==> src/rtl/mem88_pkg.sv <==
// mem88_pkg: shared constants and FSM state encoding for the mem88 bridge.
package mem88_pkg;

  // Address width of the 8088 core bus and the SRAM.
  localparam int ADDR_W = 20;

  // Default wait-state counts and the width of the counter that holds them.
  localparam int DEF_RD_WAIT = 2;
  localparam int DEF_WR_WAIT = 1;
  localparam int DEF_CNT_W   = 4;

  // Two-bit state codes for the access sequencer.
  localparam logic [1:0] ST_CAPTURE = 2'd0;
  localparam logic [1:0] ST_WAIT    = 2'd1;
  localparam logic [1:0] ST_SAMPLE  = 2'd2;
  localparam logic [1:0] ST_ACK     = 2'd3;

  typedef enum logic [1:0] {
    S_CAPTURE = ST_CAPTURE,
    S_WAIT    = ST_WAIT,
    S_SAMPLE  = ST_SAMPLE,
    S_ACK     = ST_ACK
  } state_t;

endpackage

==> src/rtl/mem88_bridge.sv <==
// mem88_bridge: turns each 8088 core cycle into one asynchronous-SRAM byte
// access with programmable read/write wait states, and paces the core with a
// one-cycle core_locked pulse per completed access.
// Optional build macro MEM88_READ_HIT_EN: keeps the address and byte of the
// last completed read so that a repeated read is answered in two clocks
// without touching the SRAM.
module mem88_bridge
  import mem88_pkg::*;
#(
  parameter int RD_WAIT = DEF_RD_WAIT,
  parameter int WR_WAIT = DEF_WR_WAIT,
  parameter int CNT_W   = DEF_CNT_W
) (
  input  logic              clock,
  input  logic              resetn,
  input  logic [ADDR_W-1:0] core_address,
  input  logic [7:0]        core_data,
  input  logic              core_wreq,
  output logic [7:0]        core_bus,
  output logic              core_locked,
  output logic [ADDR_W-1:0] sram_addr,
  output logic [7:0]        sram_dout,
  input  logic [7:0]        sram_din,
  output logic              sram_dq_oe,
  output logic              sram_we_n,
  output logic              sram_oe_n
);

  localparam logic [CNT_W-1:0] RD_LOAD = CNT_W'(RD_WAIT);
  localparam logic [CNT_W-1:0] WR_LOAD = CNT_W'(WR_WAIT);

  state_t              state_q, state_d;
  logic [CNT_W-1:0]    cnt_q, cnt_d;
  logic                wr_q, wr_d;
  logic [ADDR_W-1:0]   addr_q, addr_d;
  logic [7:0]          dout_q, dout_d;
  logic [7:0]          bus_q, bus_d;
  logic                locked_q, locked_d;
  logic                we_n_q, we_n_d;
  logic                oe_n_q, oe_n_d;
  logic                dq_oe_q, dq_oe_d;
  logic                hit;

`ifdef MEM88_READ_HIT_EN
  logic [ADDR_W-1:0]   tag_q, tag_d;
  logic                valid_q, valid_d;

  // A read of the last completed read address is served from core_bus.
  assign hit = ~core_wreq & valid_q & (tag_q == core_address);
`else
  assign hit = 1'b0;
`endif

  // Next-state and next-output logic of the access sequencer.
  always_comb begin
    state_d  = state_q;
    cnt_d    = cnt_q;
    wr_d     = wr_q;
    addr_d   = addr_q;
    dout_d   = dout_q;
    bus_d    = bus_q;
    locked_d = 1'b0;
    we_n_d   = we_n_q;
    oe_n_d   = oe_n_q;
    dq_oe_d  = dq_oe_q;
`ifdef MEM88_READ_HIT_EN
    tag_d    = tag_q;
    valid_d  = valid_q;
`endif
    case (state_q)
      S_CAPTURE: begin
        addr_d = core_address;
        dout_d = core_data;
        wr_d   = core_wreq;
        if (hit) begin
          locked_d = 1'b1;
          state_d  = S_ACK;
        end else if (core_wreq) begin
          cnt_d   = WR_LOAD;
          we_n_d  = 1'b0;
          dq_oe_d = 1'b1;
          state_d = (WR_LOAD == '0) ? S_SAMPLE : S_WAIT;
        end else begin
          cnt_d   = RD_LOAD;
          oe_n_d  = 1'b0;
          state_d = (RD_LOAD == '0) ? S_SAMPLE : S_WAIT;
        end
`ifdef MEM88_READ_HIT_EN
        if (core_wreq) begin
          valid_d = 1'b0;
        end
`endif
      end
      S_WAIT: begin
        cnt_d = cnt_q - CNT_W'(1);
        if (cnt_q == CNT_W'(1)) begin
          state_d = S_SAMPLE;
        end
      end
      S_SAMPLE: begin
        if (wr_q) begin
          we_n_d = 1'b1;
        end else begin
          oe_n_d = 1'b1;
          bus_d  = sram_din;
`ifdef MEM88_READ_HIT_EN
          tag_d   = addr_q;
          valid_d = 1'b1;
`endif
        end
        locked_d = 1'b1;
        state_d  = S_ACK;
      end
      S_ACK: begin
        dq_oe_d = 1'b0;
        state_d = S_CAPTURE;
      end
      default: begin
        state_d = S_CAPTURE;
      end
    endcase
  end

  // State and registered outputs; reset drops the strobes immediately.
  always_ff @(posedge clock or negedge resetn) begin
    if (!resetn) begin
      state_q  <= S_CAPTURE;
      cnt_q    <= '0;
      wr_q     <= 1'b0;
      addr_q   <= '0;
      dout_q   <= '0;
      bus_q    <= 8'hFF;
      locked_q <= 1'b0;
      we_n_q   <= 1'b1;
      oe_n_q   <= 1'b1;
      dq_oe_q  <= 1'b0;
`ifdef MEM88_READ_HIT_EN
      tag_q    <= '0;
      valid_q  <= 1'b0;
`endif
    end else begin
      state_q  <= state_d;
      cnt_q    <= cnt_d;
      wr_q     <= wr_d;
      addr_q   <= addr_d;
      dout_q   <= dout_d;
      bus_q    <= bus_d;
      locked_q <= locked_d;
      we_n_q   <= we_n_d;
      oe_n_q   <= oe_n_d;
      dq_oe_q  <= dq_oe_d;
`ifdef MEM88_READ_HIT_EN
      tag_q    <= tag_d;
      valid_q  <= valid_d;
`endif
    end
  end

  assign core_bus    = bus_q;
  assign core_locked = locked_q;
  assign sram_addr   = addr_q;
  assign sram_dout   = dout_q;
  assign sram_dq_oe  = dq_oe_q;
  assign sram_we_n   = we_n_q;
  assign sram_oe_n   = oe_n_q;

endmodule

==> config.mk <==
export PLATFORM = sky130hd
export DESIGN_NAME = mem88_bridge
export DESIGN_NICKNAME = d
export VERILOG_FILES = /design/src/rtl/mem88_pkg.sv /design/src/rtl/mem88_bridge.sv
export SDC_FILE = /design/constraint.sdc
export NUM_CORES = 1
export LEC_CHECK = 0
export CORE_ASPECT_RATIO = 1.25
export CORE_MARGIN = 5
export CORE_UTILIZATION = 38
export CTS_CLUSTER_SIZE = 20
export DETAILED_ROUTE_END_ITERATION = 10
export GPL_TIMING_DRIVEN = 0
export PLACE_DENSITY = 0.76
export SLEW_MARGIN = 15
export SYNTH_ARGS = -nofsm -noshare
export SYNTH_HDL_FRONTEND = slang
export SYNTH_SLANG_ARGS = --single-unit
==> constraint.sdc <==
create_clock -name clock -period 1.5 [get_ports clock]
set_input_delay 0.225 -clock clock [delete_from_list [all_inputs] [get_ports clock]]
set_output_delay 0.225 -clock clock [all_outputs]
set_load 0.005 [all_outputs]
==> flow_metrics.tcl, run 1 <==
set metrics [dict create \
    grt_pass1_vias 1396 \
    status "complete, no violations" \
    root_buffer "clkbuf_8" \
    hold_viol_final 0 \
    ctsHtreeMaxLevel 2 \
    drive_gt1_share_pct 33.0 \
    crit_type "flop to flop" \
    power_frac_seq_pct 38.0 \
    setup_viol 0 \
    drc_errors 0 \
    cp-start-kind "flop" \
    grt_max_degree 26 \
    crit_slowest_cell "or4_4" \
    ir_worst_vdd_mv 0.826 \
    cts.sinks 47 \
    hold_class "input pin to async pin" \
    worst_path_dominant_cell_family "simple AND/OR/NAND/NOR gates" \
    vias 1337 \
    cts_tree "yes" \
    power_frac_clock_pct 12.4 \
    synthTopCellsByArea "dfrtp_1 48%, mux2_2 22%, dfstp_2 14%" \
    clk_path_buf_depth 2 \
    synth_edf_count 0 \
    drv_cap 0 \
    critPathLaunch "state_q[0]" \
    slowest_delay_ns 0.48 \
    critPathMaxFanout 5 \
    place_congestion 0.743 \
    worstPathArrival_ns 1.66 \
    post_dp_cell_area_sq_mm 0.00279 \
    post-dp-hpwl_mm 3.15 \
    required_ns 1.69 \
    cp-end-kind "flop" \
    wl_per_cell_um 15.0 \
    synth_top_cell_by_area "dfrtp_1" \
    clk_pin_slew_worst_paths_ns 0.09 \
    die_w_um 73.6 \
    core_sq_mm 0.00501 \
    fin_skew_ns 0.00983 \
    initial_core_util_pct 38.4 \
    synth_cell_types 19 \
    rsz0062_at_grt "true" \
    postRouteAntennaNets 0 \
    cts_made_buffers 5 \
    vias_per_cell 4.72 \
    worstMarginPinSlew_ns 0.541 \
    ios 79 \
    dr.first_iter.drc_count 66 \
    dp_cells 270 \
    yosysTopAreaCellShare_pct 48.2 \
    leakagePower_nw 1.28 \
    grt_overflow 0 \
    power_density_mw_per_mm2 2080 \
    r2r_start "state_q[0]" \
    clock.fmax_mhz 676 \
    wl_mm 4.25 \
    syn_avg_cell_area_sq_um 14.9 \
    grt_pass1_wl_mm 6.61 \
    antenna_cells 0 \
    ys_ff_latch 47 \
    numPortBuffers 78 \
    swShare_pct 29.5 \
    fin_cells 283 \
    dieArea_sq_mm 0.00658 \
    area_growth_pct 55.5 \
    ys_warn_count 0 \
    finalCriticalPeriod_ns 1.48 \
    seq_area_frac_synth_pct 61.9 \
    synth_area_sq_mm 0.00192 \
    max-slew-margin-rel_pct 64.0 \
    switchingPower_mw 1.83 \
    dp_slack_ns -0.207 \
    post-route-period-util_pct 98.6 \
    final_area_sq_mm 0.00299 \
    die_h_um 89.5 \
    std_cell_rows 29 \
    synthArstFlopShare_pct 100 \
    drt-pass1-iter-count 3 \
    maxSlewViolCount 0 \
    clk_latency_ns 0.30 \
    path_cells "buf_4 > ha_4 > inv_2 > or4_4 > mux2i_1" \
    comb_power_share_pct 49.6 \
    synth-main-ff-cell "dfrtp_1" \
    crit_buf_inv 2 \
    fin_ws_ns 0.0212 \
    finalPower_mw 6.21 \
    n_fill_cell 408 \
    antenna_found_initial 0 \
    grtUsageTotal_pct 13.3 \
    postSynthCellCount 129 \
    synth.net_count 175 \
    internal_power_mw 4.38 \
    nets 266 \
    synthTopCellsByCount "37 x dfrtp_1, 37 x mux2_2, 10 x dfstp_2, 8 x inv_1, 7 x ha_1" \
]
power by group through the flow:
| stage | Sequential (mW) | Clock [mW] | Combinational [mW] |
|---|---|---|---|
| final | 2.36 | 0.771 | 3.08 |
| after global routing | 2.45 | 0.860 | 3.37 |
| after CTS | 2.35 | 0.810 | 3.02 |
| after detailed placement | 2.38 | 0 | 2.93 |
| after global placement | 2.35 | 0 | 2.86 |
| after floorplan | 2.41 | 0 | 1.34 |
logic make-up (layout without fill, tap and decap cells):
kind of cell / Yosys count / after routing / synth area share [%]
flip-flops: 47 / 47 / 61.9
multiplexers: 43 / 43 / 24.8
buffers and inverters: 14 / 106 / 3.06
AO/OA/AOI/OAI: 11 / 11 / 3.45
adder cells (fa/ha/maj): 7 / 7 / 4.56
AND/OR/NAND/NOR: 6 / 6 / 1.76
XOR/XNOR: 1 / 1 / 0.456
registers in the layout, summed over array words and instances, names as in the netlist, 2 cells and up:
signal	flops
cnt_q	4
core_bus	8
sram_addr	20
sram_dout	8
state_q	2
final cells by class:
cell class	instances	area, sq um	area share (%)
buffer	5	56.3	1.89
clock buffer	7	86.3	2.89
clock inverter	1	5.00	0.168
inverter	9	36.3	1.21
multi-input combinational	68	712	23.8
sequential	47	1190	39.8
tap	62	77.6	2.60
timing repair buffer	84	823	27.6
worst paths after layout:
kind,end,slack [ns],cells after the start
setup / recovery,cnt_q[3],0.02,5
hold / removal,sram_dq_oe,0.44,2
setup reg to reg,cnt_q[3],0.02,5
hold reg to reg,sram_addr[5],0.51,1
max in group asynchronous,core_bus[7],0.46,3
min in group clock,sram_addr[5],0.51,1
stage by stage:
step	hold WS [ns]	TNS [ns]	utilization (%)
finish	0.441	0	59.6
global route	0.500	-0.0325	59.6
CTS	0.452	-0.0143	58.7
detailed placement	0.239	-5.16	55.8
global placement	0.467	-52.31	55.5
floorplan	-0.0706	0	-
per-layer routing:
layer  wire length (um)  GRT usage (%)  vias up
met5                  0              0        -
met4                 93           5.93        0
met3                206           3.71        9
met2               2360           22.6       33
met1               1590           15.5      669
li1                   -              -      626
cell usage in the layout, fill, tap and decap left out, types with 2 or more instances in the layout:
master            n
nor2_1            2
dfrtp_1          36
clkbuf_8          6
buf_6             3
dfstp_2          10
buf_4             5
clkdlybuf4s50_1  67
dlygate4sd2_1    10
inv_2             2
ha_4              2
inv_1             6
a21oi_1           4
ha_1              5
o21ai_0           4
mux2_2           37
mux2i_1           6
repair_timing:
item / 4_1_cts / 5_1_grt
hold endpoints to repair: 22 / 0
endpoints found under the setup margin: 47 / 29
hold buffers: 1 / 0
gates resized for setup: 24 / 6
setup buffers: 2 / 2
Power figures use the tool's default switching activity.
==> inputs of run 2 (changes only) <==
--- a/config.mk
+++ b/config.mk
@@ -5,6 +5,7 @@
 export SDC_FILE = /design/constraint.sdc
 export NUM_CORES = 1
 export LEC_CHECK = 0
+export CAP_MARGIN = 0
 export CORE_ASPECT_RATIO = 1.25
 export CORE_MARGIN = 5
 export CORE_UTILIZATION = 38
==> results of run 2 <==
Final layout, timing and power as in run 1 (identical DEF).
==> inputs of run 3 (changes only) <==
--- a/config.mk
+++ b/config.mk
@@ -5,10 +5,11 @@
 export SDC_FILE = /design/constraint.sdc
 export NUM_CORES = 1
 export LEC_CHECK = 0
+export ABC_AREA = 1
 export CAP_MARGIN = 0
 export CORE_ASPECT_RATIO = 1.25
 export CORE_MARGIN = 5
-export CORE_UTILIZATION = 38
+export CORE_UTILIZATION = 39
 export CTS_CLUSTER_SIZE = 20
 export DETAILED_ROUTE_END_ITERATION = 10
 export GPL_TIMING_DRIVEN = 0
==> run 3 against run 2 <==
  * Clock power down 4.4%
  * Global-route usage fell by 0.40 points
  * Synthesized cell count rose by 26%
  * Largest power group unchanged
==> flow_metrics.tcl, run 3 <==
set metrics [dict create \
    status "complete, no violations" \
    antenna_found_initial 0 \
    required_ns 1.68 \
    post-dp-hpwl_mm 3.26 \
    worstMarginPinSlew_ns 0.440 \
    drv_cap 0 \
    vias 1439 \
    synthMostInstantiatedCell "nand2_1" \
    synth-main-ff-cell "dfrtp_1" \
    numPortBuffers 78 \
    grtUsageTotal_pct 12.9 \
    grt_pass1_wl_mm 6.93 \
    ys_warn_count 0 \
    grt_pass1_vias 1484 \
    n_fill_cell 419 \
    cts.sinks 47 \
    die_w_um 75.2 \
    timing.hold.ws_ns 0.396 \
    finalPower_mw 6.40 \
    clk_latency_ns 0.30 \
    postRouteAntennaNets 0 \
    clock.fmax_mhz 702 \
    use_met1_pct 15.0 \
    setup-tns-final_ns 0 \
    synth_edf_count 0 \
    ys_ff_latch 47 \
    drt-pass1-iter-count 4 \
    busiest_layer "met2" \
    synth_top_cell_by_area "dfrtp_1" \
    hold_viol_final 0 \
    wl_per_cell_um 13.9 \
    power_density_mw_per_mm2 2110 \
    std_cell_rows 29 \
    synthTopCellsByArea "dfrtp_1 45%, mux2_4 18%, dfstp_2 13%" \
    clk_pin_slew_worst_paths_ns 0.08 \
    post_dp_cell_area_sq_mm 0.00294 \
    grt_max_degree 31 \
    postSynthCellCount 163 \
    antenna_cells 0 \
    hold_class "input pin to async pin" \
    max-slew-margin-rel_pct 70.7 \
    ctsHtreeMaxLevel 2 \
    fin_ws_ns 0.0747 \
    finalCriticalPeriod_ns 1.43 \
    dp_slack_ns 0.0385 \
    yosysTopAreaCellShare_pct 44.7 \
    post-route-period-util_pct 95.0 \
    synthTopCellsByCount "46 x nand2_1, 37 x dfrtp_1, 25 x mux2_4, 11 x inv_1, 10 x dfstp_2" \
    cp-start-kind "flop" \
    root_buffer "clkbuf_8" \
    cts_made_buffers 5 \
    syn_avg_cell_area_sq_um 12.7 \
    ir_worst_vdd_mv 0.833 \
    rsz0062_at_grt "false" \
    drive_gt1_share_pct 22.7 \
    seq_area_frac_synth_pct 57.4 \
    synthArstFlopShare_pct 100 \
    synth.net_count 209 \
    nets 296 \
    synth_cell_types 21 \
    worstPathArrival_ns 1.60 \
    maxSlewViolCount 0 \
    setup_viol 0 \
    seq_area_sq_mm 0.00119 \
    clk_path_buf_depth 2 \
    initial_core_util_pct 40.4 \
    multi_input_area_sq_um 773 \
    final_cell_mix "67 x clkdlybuf4s50_1, 46 x nand2_1, 37 x dfrtp_1" \
    largest_reg_flops 20 \
    cts_tree "yes" \
    grt_overflow 0 \
    leakagePower_nw 1.43 \
    dr.first_iter.drc_count 35 \
    layout_commonest_cell "clkdlybuf4s50_1" \
    die_h_um 91.4 \
    fin_skew_ns 0.00900 \
    area_growth_pct 46.4 \
    cp-end-kind "flop" \
    met2_usage_pct 22.0 \
    synth_area_sq_mm 0.00207 \
    vias_per_cell 4.60 \
    drc_errors 0 \
    wl_mm 4.37 \
    critPathMaxFanout 10 \
    gr-usage-met3_pct 3.87 \
    final_area_sq_mm 0.00303 \
    core_sq_mm 0.00512 \
    ios 79 \
    place_congestion 0.836 \
    crit_type "flop to flop" \
    dieArea_sq_mm 0.00687 \
]
==> run 3: path summary, 6_finish.rpt <==
check | slack, ns | depth (start not counted) | endpoint | startpoint
max in group asynchronous | 0.53 | 3 | core_bus[3] | resetn
worst max register to register | 0.07 | 5 | sram_addr[1] | state_q[1]
worst max-delay path | 0.07 | 5 | sram_addr[1] | state_q[1]
min in group clock | 0.42 | 3 | core_bus[4] | sram_din[4]
worst min-delay path | 0.40 | 2 | sram_addr[7] | resetn
worst min register to register | 0.46 | 2 | core_bus[3] | core_bus[3]
==> run 3: critical path, stage by stage (launching register included) <==
cell and delay [ns]:
dfrtp_1 0.42, inv_1 0.11, ha_1 0.17, buf_6 0.15
buf_12 0.15, mux2_4 0.30
==> run 3: metrics by stage <==
stage | cells | util (%)
finish | 313 | 59.2
CTS | 313 | 59.1
floorplan | 163 | -
detailed placement | 304 | 57.5
global route | 313 | 59.2
global placement | 303 | 57.2
==> run 3: what timing repair did <==
| item | CTS | global route |
|---|---|---|
| buffers inserted | 0 | 0 |
| hold buffers | 1 | 0 |
| gates resized for setup | 10 | 3 |
| hold endpoints to repair | 15 | 0 |
| gates cloned | 0 | 0 |
| setup endpoints to repair | 10 | 37 |
==> run 3: metal layers <==
metal  wire length [um]  vias to the layer above
met3                314                        7
met5                  0                        -
li1                   -                      691
met4                 48                        0
met1               1780                      699
met2               2220                       42
==> run 3: power breakdown <==
group / internal [mW] / switching, mW
registers: 2.01 / 0.354
logic: 2.11 / 1.19
clock network: 0.327 / 0.409
==> run 3: cell type report <==
class | count | share of cell area, %
Sequential cell | 47 | 39.2
Timing Repair Buffer | 80 | 26.2
Multi-Input combinational cell | 100 | 25.5
Tap cell | 62 | 2.56
Clock buffer | 6 | 2.40
Buffer | 5 | 2.35
Inverter | 11 | 1.36
Clock inverter | 2 | 0.372
==> run 3: kinds of logic after synthesis <==
group | share of synthesized area (%)
fa+ha+maj | 4.23
compound gates | 1.69
flops | 57.4
buf+inv | 5.44
xor+xnor | 0.423
mux | 19.8
simple gates | 11.0
